===== src/rtl/pipe_chain_elastic.sv =====
// rtl/pipe_chain_elastic.sv - elastic DEPTH-stage payload pipeline with bubble collapse,
// per-stage flush, global hold, occupancy and saturating flush-drop counters.
module pipe_chain_elastic #(
  parameter int WIDTH = 32,
  parameter int DEPTH = 5,
  parameter int CNT_W = 16
) (
  input  logic                       clk,
  input  logic                       rst,
  input  logic                       in_valid,
  output logic                       in_ready,
  input  logic [WIDTH-1:0]           in_data,
  output logic                       out_valid,
  input  logic                       out_ready,
  output logic [WIDTH-1:0]           out_data,
  input  logic                       hold,
  input  logic [DEPTH-1:0]           flush_mask,
  output logic [$clog2(DEPTH+1)-1:0] occupancy,
  output logic [CNT_W-1:0]           drop_count
);
  localparam int OCC_W = $clog2(DEPTH+1);
  localparam int SUM_W = CNT_W + 5;
  localparam logic [SUM_W-1:0] DROP_MAX = {5'd0, {CNT_W{1'b1}}};

  logic [DEPTH-1:0] v_q, v_d;
  logic [DEPTH-1:0] mv, load, resident, killed;
  logic [WIDTH-1:0] data_q [DEPTH];
  logic [WIDTH-1:0] data_d [DEPTH];
  logic [WIDTH-1:0] src    [DEPTH];
  logic [OCC_W-1:0] occ_q, occ_d;
  logic [CNT_W-1:0] drop_q, drop_d;
  logic [4:0]       kill_n;
  logic [SUM_W-1:0] drop_sum;
  logic             in_xfer;

  // A stage moves when the next one is empty or is itself moving, so a
  // stall at the output only blocks the contiguous run of full stages.
  always_comb begin
    mv = '0;
    mv[DEPTH-1] = v_q[DEPTH-1] & out_ready & ~hold;
    for (int i = DEPTH-2; i >= 0; i--) begin
      mv[i] = v_q[i] & ~hold & (~v_q[i+1] | mv[i+1]);
    end
  end

  assign in_ready   = ~hold & (~v_q[0] | mv[0]);
  assign in_xfer    = in_valid & in_ready;
  assign out_valid  = v_q[DEPTH-1] & ~hold;
  assign out_data   = data_q[DEPTH-1];
  assign occupancy  = occ_q;
  assign drop_count = drop_q;

  always_comb begin
    load    = '0;
    load[0] = in_xfer;
    src[0]  = in_data;
    for (int i = 1; i < DEPTH; i++) begin
      load[i] = mv[i-1];
      src[i]  = data_q[i-1];
    end
    // resident = what each stage would hold after the edge absent any flush
    resident = load | (v_q & ~mv);
    killed   = resident & flush_mask;
    v_d      = resident & ~flush_mask;
    kill_n   = '0;
    occ_d    = '0;
    for (int i = 0; i < DEPTH; i++) begin
      kill_n    = kill_n + 5'(killed[i]);
      occ_d     = occ_d + OCC_W'(v_d[i]);
      data_d[i] = (load[i] & ~flush_mask[i]) ? src[i] : data_q[i];
    end
    drop_sum = SUM_W'(drop_q) + SUM_W'(kill_n);
    drop_d   = (drop_sum > DROP_MAX) ? {CNT_W{1'b1}} : drop_sum[CNT_W-1:0];
  end

  always_ff @(posedge clk) begin
    if (rst) begin
      v_q    <= '0;
      occ_q  <= '0;
      drop_q <= '0;
      for (int i = 0; i < DEPTH; i++) data_q[i] <= '0;
    end else begin
      v_q    <= v_d;
      occ_q  <= occ_d;
      drop_q <= drop_d;
      for (int i = 0; i < DEPTH; i++) data_q[i] <= data_d[i];
    end
  end
endmodule


===== config.mk =====
export PLATFORM = sky130hd
export DESIGN_NAME = pipe_chain_elastic
export DESIGN_NICKNAME = d
export VERILOG_FILES = /design/src/rtl/pipe_chain_elastic.sv
export SDC_FILE = /design/constraint.sdc
export NUM_CORES = 1
export LEC_CHECK = 0
export BUFFER_PORTS_ARGS = -buffer_cell sky130_fd_sc_hd__buf_4
export CORE_MARGIN = 4
export CORE_UTILIZATION = 54
export CTS_CLUSTER_SIZE = 12
export DETAILED_ROUTE_END_ITERATION = 10
export GPL_ROUTABILITY_DRIVEN = 0
export GPL_TIMING_DRIVEN = 0
export HOLD_SLACK_MARGIN = 0.15
export PLACE_DENSITY = 0.78
export SLEW_MARGIN = 10
export SYNTH_ARGS = -nofsm -noshare
export SYNTH_HDL_FRONTEND = slang
export SYNTH_SLANG_ARGS = --single-unit

===== constraint.sdc =====
create_clock -name clk -period 10.9 [get_ports clk]
set_input_delay 1.09 -clock clk [delete_from_list [all_inputs] [get_ports clk]]
set_output_delay 1.09 -clock clk [all_outputs]
set_load 0.02 [all_outputs]

==> results of run 1 <==
[how the worst min path moves through the flow]
stage	from	to	slack (ps)	depth (start not counted)
floorplan	data_q[0][0]	data_q[0][32]	430	2
global placement	data_q[0][101]	data_q[0][133]	440	2
CTS	data_q[0][152]	data_q[0][152]	460	2
finish	data_q[0][152]	data_q[0][152]	450	2
detailed placement	data_q[0][108]	data_q[0][140]	450	2
global route	data_q[0][45]	data_q[0][45]	470	2
[layer usage]
layer  vias to the layer above  part of all wire, %  track usage [%]
met1                      2511                   50             28.2
met2                       132                   43             30.1
met4                         0                  1.1             6.02
met5                         -                    0                0
met3                        15                  5.3             5.21
li1                       2958                    -                -
[flip-flops by register name, summed over array words and instances, names as in the netlist]
| signal | flops |
|---|---|
| data_q | 160 |
| drop_count | 16 |
| occupancy | 3 |
| v_q | 5 |
[layout make-up]
cell class / count / area [µm²]
inverter: 5 / 18.8
clock buffer: 21 / 440
clock inverter: 6 / 32.5
buffer: 85 / 526
sequential: 184 / 3680
fill: 1104 / 4260
timing repair buffer: 93 / 698
tap: 172 / 215
multi-input combinational: 563 / 2900
[report_power, final]
| part | switching [mW] | total [mW] | internal (mW) | leakage [nW] |
|---|---|---|---|---|
| combinational | 0.0256 | 0.0472 | 0.0217 | 1.43 |
| sequential | 0.00319 | 0.681 | 0.677 | 1.48 |
| clock | 0.231 | 0.513 | 0.282 | 0.234 |
[worst reg2reg max path: stages, from the launching register on]
cell	delay, ps
dfxtp_1	340
and4b_1	230
buf_6	140
a21oi_1	140
a2bb2oi_1	280
nor2b_1	120
fa_1	490
fa_1	490
ha_1	240
fa_1	480
a21oi_1	240
nor2_1	160
nand3_1	130
clkbuf_1	390
a31oi_1	150
[layout by cell type (no fill, tap or decap), drive strengths merged, types with 4 or more instances in the layout]
cell type  instances
clkbuf            66
inv                5
clkinv             5
a31oi              5
xnor2              6
nor3               9
dfxtp            184
nand2            261
o21ai              4
buf              133
fa                 5
ha                 5
nor2              38
mux2i             32
nand3              4
or3                4
nor2b             10
a21oi            149
[cell families (layout without fill, tap and decap cells)]
logic type / Yosys count / in the layout
muxes: 32 / 32
xor gates and xnor gates: 7 / 7
DFF: 184 / 184
buffers and inverters: 90 / 210
adders and majority gates: 10 / 10
AOI/OAI and AO/OA: 174 / 174
and+or+nand+nor: 340 / 340
==> out/results.tsv, run 1 <==
stage	metric	value	unit
status	outcome	finished, final reports clean	
die	Ports	95	
clock_network	clock-pin slew on the worst setup and hold paths	60	ps
timing	clock skew	6.30	ps
timing	worst setup margin	6330	ps
critical_path	Worst Setup SP	out_ready	
clock_network	post-CTS setup buffer count	0	
clock_network	CTS tree	yes	
die	num rows	41	
pwr	cell leakage power	3.15	nW
timing	Max-slew headroom	57.5	%
die	die area	15100	µm²
die	overall die height	123	µm
clock_network	Hold-fix buffers, CTS	0	
routing	final wirelength	14600	µm
place	HPWL Detailed	10600	µm
logic_synthesis	Syn Inst Count	837	
timing	Tcrit/Tclk final	42.0	%
worst_hold_path	Hold WC Path Type	flop to flop	
critical_path	CP max FO	10	
global_route	first-pass GRT wire length	24100	µm
logic_synthesis	Synth top cells by count	nand2_1, dfxtp_1, a21oi_1, clkbuf_1, nor2_1	
logic_synthesis	Simple-Gate Fraction of Synth Area	19.5	%
place	dpl cell area	8040	µm²
flow_run	max cap viols	0	
critical_path	CP max-delay cell	fa_1	
clock_network	cts repair resizes	0	
logic_synthesis	Synth area leader	dfxtp_1	
logic_synthesis	Area contributors post-synth	dfxtp_1, nand2_1, a21oi_1, mux2i_1, buf_4	
logic_synthesis	Yosys reg bits	184	
final_layout	Non-Filler Instances	1129	
timing	worst slew pin tran	632	ps
logic_synthesis	main combinational cell family by area after synthesis	simple AND/OR/NAND/NOR gates	
critical_path	max incr delay on CP	490	ps
clock_network	clk sinks	184	
timing	Slew Viols, Final	0	
logic_synthesis	YS warnings	0	
global_route	vias in the first global route	5173	
critical_path	crit path capture	drop_count[13]	
logic_synthesis	Synth Area in Adders	2.28	%
final_layout	Finished Core Util	66.6	%
routing	Vias	5616	
critical_path	crit path cell chain	buf_4 > and4b_1 > buf_6 > a21oi_1 > a2bb2oi_1 > nor2b_1 > fa_1 > fa_1 > ha_1 > fa_1 > a21oi_1 > nor2_1 > nand3_1 > clkbuf_1 > a31oi_1	
critical_path	reg2reg path depth	14	
logic_synthesis	Yosys cell types	45	
logic_synthesis	top cell type's share of synthesized area	51.7	%
logic_synthesis	most frequent cell after synthesis	nand2_1	
routing	DRC viols	0	
logic_synthesis	Avg Cell Area, Syn	8.51	µm²
routing	Starting DRT DRC Count	333	
pwr	pwr dens	146	nW/µm²
logic_synthesis	Synth Cell Area	7130	µm²
timing	RSZ-0062 raised after global routing	false	
critical_path	r2r startpoint	v_q[3]	
logic_synthesis	sequential fraction of the synthesis area	51.7	%
pwr	peak supply drop	0.111	mV
routing	first drt pass iteration count	4	
timing	fmax	0.219	GHz
critical_path	FF-to-FF End	drop_count[13]	
critical_path	type of the worst setup path	input port to flop	
logic_synthesis	syn_nets	889	
timing	min cycle time layout	4570	ps
logic_synthesis	xor/xnor share of the synthesized area	0.860	%
die	Initial Util	55.8	%
critical_path	Arr. time, crit path	4850	ps
clock_network	maximum root-to-sink buffer count	2	
global_route	grt total ovfl	0	
place	post-placement cell count	1102	
clock_network	Clock Latency Late Sink	420	ps
final_layout	synthesis-to-finish area growth	19.5	%
logic_synthesis	Post-synth EDFFs	0	
routing	Routed Antenna Nets	0	
final_layout	layout cells sized above 1	17.1	%
critical_path	CP dominant cell by count	fa_1	
logic_synthesis	Most used DFF post-synth	dfxtp_1	
die	core area	12800	µm²
final_layout	Ant. Diodes	0	
global_route	antenna violations before repair	0	
critical_path	Critical Path Sink Type	flop	
timing	final setup fails	0	
die	chip width	123	µm
critical_path	critical path's top delay family	adder cells	
global_route	All-Layer GR Usage	20.0	%
logic_synthesis	Synth Area in Compound Gates	13.5	%
final_layout	post-layout instance area	8510	µm²
routing	vias per cell	4.97	
logic_synthesis	mux cell area share after synthesis	4.49	%
critical_path	Crit path required time	11180	ps
timing	WHS	453	ps
timing	Final TNS setup	0	ps
final_layout	Nets	1001	
routing	drt wl/cell	12.9	µm
global_route	largest net degree at the start of global routing	17	
timing	final hold violations	0	
critical_path	WP buf/inv	3	
logic_synthesis	ys async rst share	0	%
critical_path	reg2reg setup slack	6730	ps
place	count of input and output buffers	93	
place	pre-CTS setup slack	5910	ps
clock_network	CTS Root Buffer Type	clkbuf_16	
critical_path	CP Launch Type	input port	
pwr	Pwr Total	1.24	mW
clock_network	Max H-tree Level	4	
clock_network	CTS buffer count	17	
critical_path	instance count on the critical path	15	
Note: power is estimated with default switching activity, not from simulation.
==> run 2, diff against run 1 <==
clock period = 4.5 ns   (was 10.9 ns; I/O delays follow)
==> run 2 against run 1 <==
Net effect:
- cell count is essentially flat
- highest routed layer unchanged
- clock skew shrank 0.87 ps
- total power grew 140%
- largest cell class unchanged
==> out/results.tsv, run 2 (synthesis results as in run 1) <==
stage	metric	value	unit	change
status	outcome	finished, final reports clean		unchanged
clock_network	cts repair resizes	0		unchanged
timing	Tcrit/Tclk final	89.6	%	
timing	Final TNS setup	0	ps	unchanged
critical_path	type of the worst setup path	flop to flop		was input port to flop
final_layout	post-layout instance area	8510	µm²	about the same
clock_network	Clock Latency Late Sink	420	ps	about the same
timing	Max-slew headroom	58.3	%	was 57.5%
final_layout	number of flip-flops in the largest register	160		unchanged
global_route	largest net degree at the start of global routing	17		unchanged
place	dpl cell area	8040	µm²	unchanged
routing	vias per cell	4.99		was 4.97
final_layout	synthesis-to-finish area growth	19.4	%	was 19.5%
critical_path	CP dominant cell by count	fa_1		unchanged
final_layout	Nets	1000		was 1001
final_layout	register with the most flip-flops	data_q		unchanged
pwr	cell leakage power	3.15	nW	about the same
clock_network	CTS tree	yes		unchanged
timing	fmax	0.248	GHz	
routing	DRC viols	0		unchanged
critical_path	reg2reg path depth	13		was 14
global_route	antenna violations before repair	0		unchanged
routing	drt wl/cell	12.9	µm	about the same
place	pre-CTS setup slack	145	ps	was 5910 ps
final_layout	Non-Filler Instances	1128		was 1129
timing	final hold violations	0		unchanged
final_layout	commonest non-fill, non-tap cell in the layout	nand2_1		unchanged
clock_network	clock-pin slew on the worst setup and hold paths	60	ps	about the same
final_layout	# fillers	1104		unchanged
critical_path	CP Launch Type	flop		was input port
clock_network	maximum root-to-sink buffer count	2		unchanged
global_route	All-Layer GR Usage	20.0	%	unchanged
critical_path	FF-to-FF End	drop_count[13]		unchanged
routing	Routed Antenna Nets	0		unchanged
clock_network	CTS Root Buffer Type	clkbuf_16		unchanged
routing	Starting DRT DRC Count	338		was 333
die	num rows	41		unchanged
routing	final wirelength	14600	µm	about the same
timing	worst slew pin tran	621	ps	was 632 ps
global_route	first-pass GRT wire length	24100	µm	unchanged
flow_run	max cap viols	0		unchanged
critical_path	Arr. time, crit path	4310	ps	was 4850 ps
final_layout	layout cells sized above 1	17.2	%	was 17.1%
routing	Vias	5625		was 5616
die	overall die height	123	µm	unchanged
place	post-placement cell count	1102		unchanged
critical_path	crit path capture	drop_count[13]		unchanged
die	Ports	95		unchanged
die	Initial Util	55.8	%	unchanged
global_route	grt total ovfl	0		unchanged
pwr	pwr dens	353	nW/µm²	was 146 nW/µm²
critical_path	Worst Setup SP	v_q[3]		was out_ready
global_route	vias in the first global route	5173		unchanged
critical_path	Critical Path Sink Type	flop		unchanged
critical_path	CP max FO	11		was 10
place	count of input and output buffers	93		unchanged
final_layout	most frequent cells in the layout	nand2_1, dfxtp_1, a21oi_1		unchanged
critical_path	Crit path required time	4780	ps	was 11180 ps
clock_network	post-CTS setup buffer count	0		unchanged
timing	final setup fails	0		unchanged
die	chip width	123	µm	unchanged
critical_path	reg2reg setup slack	470	ps	was 6730 ps
timing	Slew Viols, Final	0		unchanged
timing	worst setup margin	468	ps	was 6330 ps
timing	clock skew	5.43	ps	was 6.30 ps
critical_path	CP max-delay cell	fa_1		unchanged
routing	first drt pass iteration count	6		was 4
final_layout	Ant. Diodes	0		unchanged
clock_network	clk sinks	184		unchanged
timing	min cycle time layout	4030	ps	
pwr	peak supply drop	0.271	mV	was 0.111 mV
clock_network	CTS buffer count	17		unchanged
die	core area	12800	µm²	unchanged
place	HPWL Detailed	10600	µm	unchanged
critical_path	crit path cell chain	and4b_1 > buf_6 > a21oi_1 > a2bb2oi_1 > nor2b_1 > fa_1 > fa_1 > ha_1 > fa_1 > a21oi_1 > nor2_1 > nand3_1 > a31oi_1		was buf_4 > and4b_1 > buf_6 > a21oi_1 > a2bb2oi_1 > nor2b_1 > fa_1 > fa_1 > ha_1 > fa_1 > a21oi_1 > nor2_1 > nand3_1 > clkbuf_1 > a31oi_1
clock_network	Max H-tree Level	4		unchanged
critical_path	max incr delay on CP	490	ps	about the same
critical_path	r2r startpoint	v_q[3]		unchanged
worst_hold_path	Hold WC Path Type	input port to flop		was flop to flop
timing	RSZ-0062 raised after global routing	false		unchanged
die	die area	15100	µm²	unchanged
run 2: changes by cell type in the layout (fill, tap and decap cells not counted), sizes merged:
cell	previous run	this run
clkbuf	66	65
run 2: worst min path at each step:
stage,slack (ps),to,cells after the start,startpoint
2_1_floorplan,430,data_q[0][32],2,data_q[0][0]
3_3_place_gp,440,data_q[0][133],2,data_q[0][101]
3_5_place_dp,450,data_q[0][140],2,data_q[0][108]
4_1_cts,210,v_q[0],2,flush_mask[0]
5_1_grt,210,v_q[4],2,flush_mask[4]
6_report,220,v_q[4],2,flush_mask[4]
run 2: critical path: cells and delay by family, from the launching register on:
family / cells / cell delay, ps
simple gates: 4 / 890
flops: 1 / 340
compound gates: 4 / 810
buf+inv: 1 / 140
fa+ha+maj: 4 / 1700
run 2: what timing repair did:
item                                    CTS  global route
endpoints found under the setup margin    0             2
hold buffers                              0             0
endpoints found under the hold margin     0             0
run 2: layout make-up:
type                            instances  area (µm²)  share of cell area, %
Buffer                                 84         522                   6.13
Clock buffer                           21         440                   5.18
Clock inverter                          6        32.5                  0.382
Inverter                                5        18.8                  0.221
Multi-Input combinational cell        563        2900                   34.1
Sequential cell                       184        3680                   43.3
Tap cell                              172         215                   2.53
Timing Repair Buffer                   93         698                   8.20
run 2: where the power goes:
group	internal (mW)	switching [mW]	leakage [nW]
registers	1.64	0.00770	1.48
logic	0.0524	0.0619	1.43
clock network	0.684	0.560	0.234
run 2: routing by layer:
| metal | routed length, µm | GRT usage [%] |
|---|---|---|
| met1 | 7250 | 28.2 |
| met5 | 0 | 0 |
| met4 | 162 | 6.02 |
| met3 | 820 | 5.21 |
| met2 | 6330 | 30.1 |
run 2: through the flow:
stage	power (mW)	hold slack, ps	utilization, %
floorplan	1.75	431	-
global placement	1.80	439	62.9
detailed placement	1.80	446	62.9
CTS	3.02	206	66.6
global route	3.11	207	66.6
finish	3.01	222	66.6
